==> src/rtl/uart_rx.sv <==
// rtl/uart_rx.sv - 8N1 UART receiver with valid/ack byte handshake, framing error and overrun flags
module uart_rx #(
  parameter logic [23:0] baud_rate  = 24'd2000000,
  parameter logic [27:0] clock_freq = 28'd100000000
) (
  input  logic       uart_clock,
  input  logic       uart_reset,
  input  logic       uart_d_in,
  input  logic       uart_rx_ack,
  output logic [7:0] uart_d_out,
  output logic       uart_rx_valid,
  output logic       uart_frame_error,
  output logic       uart_overrun
);

  localparam logic [23:0] bit_period  = 24'(clock_freq / baud_rate);
  localparam logic [23:0] half_period = bit_period / 24'd2;

  // Too few clocks per bit leaves no usable mid-bit sample point.
  generate
    if (bit_period < 24'd8) begin : g_bad_bit_period
      $error("uart_rx: bit_period must be at least 8 clocks");
    end
  endgenerate

  typedef enum logic [2:0] {
    S_IDLE,
    S_START_CHECK,
    S_DATA_BITS,
    S_STOP_BIT,
    S_WAIT_HIGH
  } state_t;

  state_t      state;
  state_t      state_next;
  logic [1:0]  sync;
  logic        rxs;
  logic [23:0] clk_count;
  logic [3:0]  bit_count;
  logic [7:0]  shift_reg;
  logic        half_done;
  logic        bit_done;
  logic        sample_bit;
  logic        load_byte;
  logic        frame_bad;

  assign rxs       = sync[1];
  assign half_done = (clk_count == half_period - 24'd1);
  assign bit_done  = (clk_count == bit_period - 24'd1);

  // Two-flop synchronizer for the asynchronous line; idles high.
  always_ff @(posedge uart_clock) begin
    if (uart_reset) sync <= 2'b11;
    else            sync <= {sync[0], uart_d_in};
  end

  // State register.
  always_ff @(posedge uart_clock) begin
    if (uart_reset) state <= S_IDLE;
    else            state <= state_next;
  end

  // Next-state decode plus the per-cycle sample/load/error strobes.
  always_comb begin
    state_next = state;
    sample_bit = 1'b0;
    load_byte  = 1'b0;
    frame_bad  = 1'b0;
    case (state)
      S_IDLE: begin
        if (!rxs) state_next = S_START_CHECK;
      end
      S_START_CHECK: begin
        // A line that is high again at mid-start was only a glitch.
        if (half_done) state_next = rxs ? S_IDLE : S_DATA_BITS;
      end
      S_DATA_BITS: begin
        if (bit_done) begin
          sample_bit = 1'b1;
          if (bit_count == 4'd7) state_next = S_STOP_BIT;
        end
      end
      S_STOP_BIT: begin
        // Leaving at mid-stop-bit lets a gapless next start edge be caught.
        if (bit_done) begin
          if (rxs) begin
            load_byte  = 1'b1;
            state_next = S_IDLE;
          end else begin
            frame_bad  = 1'b1;
            state_next = S_WAIT_HIGH;
          end
        end
      end
      S_WAIT_HIGH: begin
        if (rxs) state_next = S_IDLE;
      end
      default: state_next = S_IDLE;
    endcase
  end

  // Clock and bit counters restart on every state entry; clk_count also restarts after each data sample.
  always_ff @(posedge uart_clock) begin
    if (uart_reset) begin
      clk_count <= 24'd0;
      bit_count <= 4'd0;
    end else if (state_next != state) begin
      clk_count <= 24'd0;
      bit_count <= 4'd0;
    end else if (sample_bit) begin
      clk_count <= 24'd0;
      bit_count <= bit_count + 4'd1;
    end else if (state == S_START_CHECK || state == S_DATA_BITS || state == S_STOP_BIT) begin
      clk_count <= clk_count + 24'd1;
    end
  end

  // Data bits arrive LSB first, so shift right and insert at the top.
  always_ff @(posedge uart_clock) begin
    if (uart_reset)      shift_reg <= 8'h00;
    else if (sample_bit) shift_reg <= {rxs, shift_reg[7:1]};
  end

  // Output byte, handshake and flags; a new byte load takes priority over ack.
  always_ff @(posedge uart_clock) begin
    if (uart_reset) begin
      uart_d_out       <= 8'h00;
      uart_rx_valid    <= 1'b0;
      uart_frame_error <= 1'b0;
      uart_overrun     <= 1'b0;
    end else begin
      uart_frame_error <= frame_bad;
      if (load_byte) begin
        uart_d_out    <= shift_reg;
        uart_rx_valid <= 1'b1;
        if (uart_rx_valid && uart_rx_ack) uart_overrun <= 1'b0;
        else if (uart_rx_valid)           uart_overrun <= 1'b1;
      end else if (uart_rx_valid && uart_rx_ack) begin
        uart_rx_valid <= 1'b0;
        uart_overrun  <= 1'b0;
      end
    end
  end

endmodule

==> config.mk <==
export PLATFORM = sky130hd
export DESIGN_NAME = uart_rx
export DESIGN_NICKNAME = d
export VERILOG_FILES = /design/src/rtl/uart_rx.sv
export SDC_FILE = /design/constraint.sdc
export NUM_CORES = 1
export LEC_CHECK = 0
export ABC_CLOCK_PERIOD_IN_PS = 2800
export CAP_MARGIN = 0
export CORE_ASPECT_RATIO = 0.8
export CORE_MARGIN = 2
export CORE_UTILIZATION = 58
export CTS_CLUSTER_SIZE = 25
export DETAILED_ROUTE_END_ITERATION = 10
export PLACE_DENSITY = 0.79
export RECOVER_POWER = 100
export SYNTH_ARGS = -nofsm -noshare
export SYNTH_HDL_FRONTEND = slang
export SYNTH_SLANG_ARGS = --single-unit
==> constraint.sdc <==
create_clock -name uart_clock -period 2.8 [get_ports uart_clock]
set_input_delay 0.56 -clock uart_clock [delete_from_list [all_inputs] [get_ports uart_clock]]
set_output_delay 0.56 -clock uart_clock [all_outputs]
set_load 0.01 [all_outputs]
# Word level (Yosys, flattened, before mapping)
# Cells that the tools add are included.
# word_totals
regBits	52
inputBits	4
output_inout_bits	11
elab_cells	51
# op_classes
n_addsub	2
eq_ne	8
mux	20
bitwise	2
reduce_logical	10
# op_table
op	count
24-bit by 1-bit adder with 24-bit output, second input constant	1
24-bit by 5-bit equality test with 1-bit output, second input constant	1
24-bit by 6-bit equality test with 1-bit output, second input constant	1
3-bit two-way mux	7
3-bit one-hot mux with 5 select lines	1
1-bit two-way mux	11
3-bit by 2-bit equality test with 1-bit output, second input constant	2
3-bit OR reduction	2
4-bit by 1-bit adder with 4-bit output, second input constant	1
4-bit by 3-bit equality test with 1-bit output, second input constant	1
2-bit nonzero test	2
3-bit by 1-bit equality test with 1-bit output, second input constant	1
3-bit equality test, second input constant	1
3-bit logical NOT	1
3-bit != test	1
1-bit logical OR	2
2-bit two-way mux	1
1-bit inverter	2
2-bit AND reduction	1
2-bit OR reduction	1
1-bit logical AND	1

# Depth between registers and ports, before layout
# depth
ltp_word	6
ltp_mapped	8
ltp_nobuf	7

# Worst setup path after synthesis
# Ideal clock, no wire load.
# synth_path
path_kind	flip-flop to flip-flop
from	register clk_count[1]
to	register clk_count[6]
setup_ns	0.115
arrival_ns	1.843
required_time_ns	2.685
slack_ns	0.842
path_stages_with_launch	9
n_path_buf	1
synth_period_minus_slack_ns	1.958
path_cell_list	dfxtp_1 -> inv_1 -> ha_1 -> nand4b_4 -> or3_4 -> nor4_4 -> a2bb2oi_4 -> buf_6 -> nor2_1
# synth_via
elab_chain_cells	5
# synth_rtl
item	line_no	text
from (decl)	38	logic [23:0] clk_count;
from (signal assigned)	114	clk_count <= clk_count + 24'd1;
24-bit by 6-bit equality test with 1-bit output / 24-bit by 5-bit equality test with 1-bit output (equally long branches)	49, 48	
3-bit two-way mux (on tied branches)	85, 75, 78	
3-bit one-hot mux with 5 select lines	69	case (state)
3-bit != test	107	end else if (state_next != state) begin
3-bit OR reduction (no line)	--	
# Several ways; a longest one is shown, not always the timed one.
# A chain may end at the register's enable or synchronous reset.

# Worst setup path in the final report
# layout_path
from	register clk_count[1]
to	register clk_count[5]
# The elaborated chain is that of the path after synthesis.

==> impl_metrics.prom <==
# TYPE chip_impl_metric gauge
chip_impl_metric{name="async_flop_share",unit=""} 0
chip_impl_metric{name="cell_count_after_synthesis",unit=""} 264
chip_impl_metric{name="port-buffer-count",unit=""} 14
chip_impl_metric{name="synth_seq_cells",unit=""} 52
chip_impl_metric{name="nNetsFinal",unit=""} 284
chip_impl_metric{name="vias_per_cell",unit=""} 5.476
chip_impl_metric{name="syn-num-nets",unit=""} 272
chip_impl_metric{name="synth.cell_area",unit="sq um"} 2365
chip_impl_metric{name="final_antenna_net_count",unit=""} 0
chip_impl_info{name="cts_tree",value="built"} 1
chip_impl_info{name="clk_root_buffer_cell",value="clkbuf_8"} 1
chip_impl_info{name="setup.worst_path.end_class",value="register"} 1
chip_impl_metric{name="yosys_warnings",unit=""} 0
chip_impl_metric{name="dieWidth",unit="um"} 75.39
chip_impl_metric{name="cts.repair_timing.setup_buffer_count",unit=""} 0
chip_impl_metric{name="antenna_found_initial",unit=""} 0
chip_impl_metric{name="groute.usage.overall",unit=""} 0.2105
chip_impl_metric{name="clk_path_buf_depth",unit=""} 2
chip_impl_metric{name="grt_overflow",unit=""} 0
chip_impl_metric{name="postCtsResizedCells",unit=""} 0
chip_impl_metric{name="first_global_vias",unit=""} 1567
chip_impl_metric{name="final_number_of_max_transition_violations",unit=""} 0
chip_impl_metric{name="multi_input_area",unit="sq um"} 1214
chip_impl_metric{name="hold_viol_final",unit=""} 0
chip_impl_info{name="start_kind",value="register"} 1
chip_impl_metric{name="grt_first_pass_wirelength",unit="um"} 7300
chip_impl_metric{name="path_buf_inv",unit=""} 2
chip_impl_metric{name="routed-via-count",unit=""} 1818
chip_impl_metric{name="timing.slew.headroom",unit=""} 0.3489
chip_impl_metric{name="initial_utilization",unit=""} 0.6136
chip_impl_metric{name="largest_register_ff_count",unit=""} 24
chip_impl_info{name="path_class",value="register to register"} 1
chip_impl_info{name="synthFlopType",value="dfxtp_1"} 1
chip_impl_metric{name="dp.cells",unit=""} 324
chip_impl_metric{name="vdd_ir_drop_max",unit="uV"} 325.8
chip_impl_metric{name="grt_max_degree",unit=""} 29
chip_impl_metric{name="setup_viol",unit=""} 0
chip_impl_metric{name="totalWireLength",unit="um"} 4445
chip_impl_metric{name="wl_per_cell",unit="um"} 13.39
chip_impl_metric{name="register_area",unit="sq um"} 1041
chip_impl_metric{name="max_freq",unit="MHz"} 426.7
chip_impl_info{name="path_delay_family",value="simple AND/OR/NAND/NOR gates"} 1
chip_impl_metric{name="total_power",unit="uW"} 1318
chip_impl_metric{name="power_per_cell_area",unit="nW/um^2"} 501.2
chip_impl_metric{name="io_pins",unit=""} 15
chip_impl_metric{name="total_iterations_of_the_first_detailed_routing_run",unit=""} 4
chip_impl_metric{name="antenna-diode-count",unit=""} 0
chip_impl_metric{name="static-leakage-power",unit="uW"} 0.0009342
chip_impl_metric{name="cts-buffers-inserted",unit=""} 5
chip_impl_metric{name="synth-edff-count",unit=""} 0
chip_impl_metric{name="critical_path.max_fanout",unit=""} 28
chip_impl_metric{name="critical_path_at",unit="ns"} 2.54
chip_impl_metric{name="gp_congestion",unit=""} 0.8130
chip_impl_info{name="mostFrequentLayoutCell",value="dfxtp_1"} 1
chip_impl_metric{name="cts.clk_slew.worst_paths",unit="ns"} 0.09
chip_impl_metric{name="worst_slew_pin_slew",unit="ns"} 0.9766
chip_impl_metric{name="maxCapViolCount",unit=""} 0
chip_impl_metric{name="drt_drc",unit=""} 0
chip_impl_metric{name="filler_cell_count",unit=""} 338
chip_impl_metric{name="area_growth",unit="%"} 11.16
chip_impl_metric{name="numClockSinks",unit=""} 52
chip_impl_metric{name="hpwl",unit="um"} 3084
chip_impl_metric{name="synth.distinct_cells",unit=""} 42
chip_impl_metric{name="timing.critical_path.required",unit="ns"} 2.99
chip_impl_metric{name="holdBufCountCts",unit=""} 0
chip_impl_info{name="mostFrequentLayoutCells",value="dfxtp_1 (52), nor2_1 (37), nand2_1 (29)"} 1
chip_impl_metric{name="fin_cells",unit=""} 332
chip_impl_metric{name="synth.yosys.seq_area_share",unit=""} 0.4402
chip_impl_metric{name="core_area",unit="sq um"} 3854
chip_impl_metric{name="syn-mean-instance-area",unit="sq um"} 8.957
chip_impl_info{name="cp_slowest_cell",value="or3_1"} 1
chip_impl_metric{name="first_iter_violations",unit=""} 137
chip_impl_metric{name="rows",unit=""} 20
chip_impl_metric{name="cts_htree_levels",unit=""} 2
chip_impl_info{name="grt_setup_unrepaired",value="false"} 1
chip_impl_metric{name="final_layout_size_suffix_gt1_frac",unit=""} 0.05776
chip_impl_metric{name="clock_skew",unit="ns"} 0.008829
chip_impl_info{name="path_cells",value="inv_1 -> ha_1 -> nand4b_1 -> or3_1 -> nor4_4 -> a2bb2oi_4 -> buf_4 -> nor4_1"} 1
chip_impl_metric{name="insertion_delay",unit="ns"} 0.32
chip_impl_info{name="hold_path_class",value="register to register"} 1
chip_impl_metric{name="dieHeight",unit="um"} 61.11
chip_impl_info{name="status",value="completed"} 1
chip_impl_metric{name="finalCritPeriodShare",unit=""} 0.8369
chip_impl_metric{name="setup-tns-final",unit="ns"} 0
chip_impl_metric{name="finalWorstPathRequiredPeriod",unit="ns"} 2.343
chip_impl_metric{name="timing.critical_path.slowest_cell_delay",unit="ns"} 0.47
chip_impl_metric{name="die-area",unit="sq um"} 4607
-- worst paths after layout --
check,slack (ns),end,start,cells after the start
worst max register to register,0.46,clk_count[5],clk_count[1],8
worst min-delay path,0.43,sync[1],sync[0],1
worst max-delay path,0.46,clk_count[5],clk_count[1],8
worst min register to register,0.43,sync[1],sync[0],1
-- synth_stat cells (2+ instances only) --
cell / n / area, sq um
nand4_1: 10 / 62.56
nand3b_1: 2 / 15.01
xnor2_1: 6 / 52.55
or2_2: 2 / 12.51
inv_1: 6 / 22.52
and3_1: 8 / 50.05
nor3_1: 9 / 45.04
xor2_1: 19 / 166.4
ha_1: 4 / 50.05
nand3_1: 8 / 40.04
nand2_1: 29 / 108.9
mux2i_1: 9 / 90.09
nor4_1: 9 / 56.30
dfxtp_1: 52 / 1041
buf_2: 3 / 15.01
nor4bb_1: 2 / 20.02
a211oi_1: 2 / 15.01
and4_1: 2 / 17.52
clkbuf_1: 7 / 26.28
nor2_1: 37 / 138.9
a21oi_1: 14 / 70.07
nor4b_1: 3 / 26.28
buf_6: 2 / 22.52
-- worst reg2reg max path, delay by kind of cell, from the launching register on --
family                     cells  cell delay [ns]
adders and majority gates      1             0.18
buffers and inverters          2             0.39
AOI/OAI and AO/OA              1             0.15
DFF                            1             0.34
and+or+nand+nor                4             1.15
-- logic make-up after synthesis --
family,Yosys count,synth area share
DFF,52,0.4402
muxes,9,0.03810
adders and majority gates,4,0.02116
buffers and inverters,19,0.03809
and+or+nand+nor,130,0.2952
AOI/OAI and AO/OA,25,0.07461
xor gates and xnor gates,25,0.09259
-- layer usage --
metal	vias to the layer above	share of wire	GRT usage
li1	942	-	-
met1	839	0.52	0.3088
met2	31	0.43	0.3081
met3	6	0.040	0.04419
met4	0	0.0081	0.07519
met5	-	0	0
-- final cells by class --
type                            count  area share
Timing Repair Buffer               18     0.06330
Clock buffer                        5     0.02618
Tap cell                           55     0.02618
Inverter                            6    0.008567
Multi-Input combinational cell    193      0.4617
Clock inverter                      3     0.01809
Sequential cell                    52      0.3960
-- through the flow --
stage                     worst slack [ns]    util  hold slack [ns]  area, sq um
after floorplan                     0.8419       -           0.3895         2365
after global placement              0.6155  0.6594           0.3942         2541
after detailed placement            0.5922  0.6594           0.4092         2541
after CTS                           0.5859  0.6896           0.4332         2658
after global routing                0.2974  0.6821           0.4366         2629
final                               0.4567  0.6821           0.4276         2629
-- power by group --
group,total (uW),switching (uW),internal (uW)
combinational,44.0,27.7,16.2
clock,526,256,269
sequential,748,5.14,743
No activity file was read; power rests on OpenSTA's default activity.
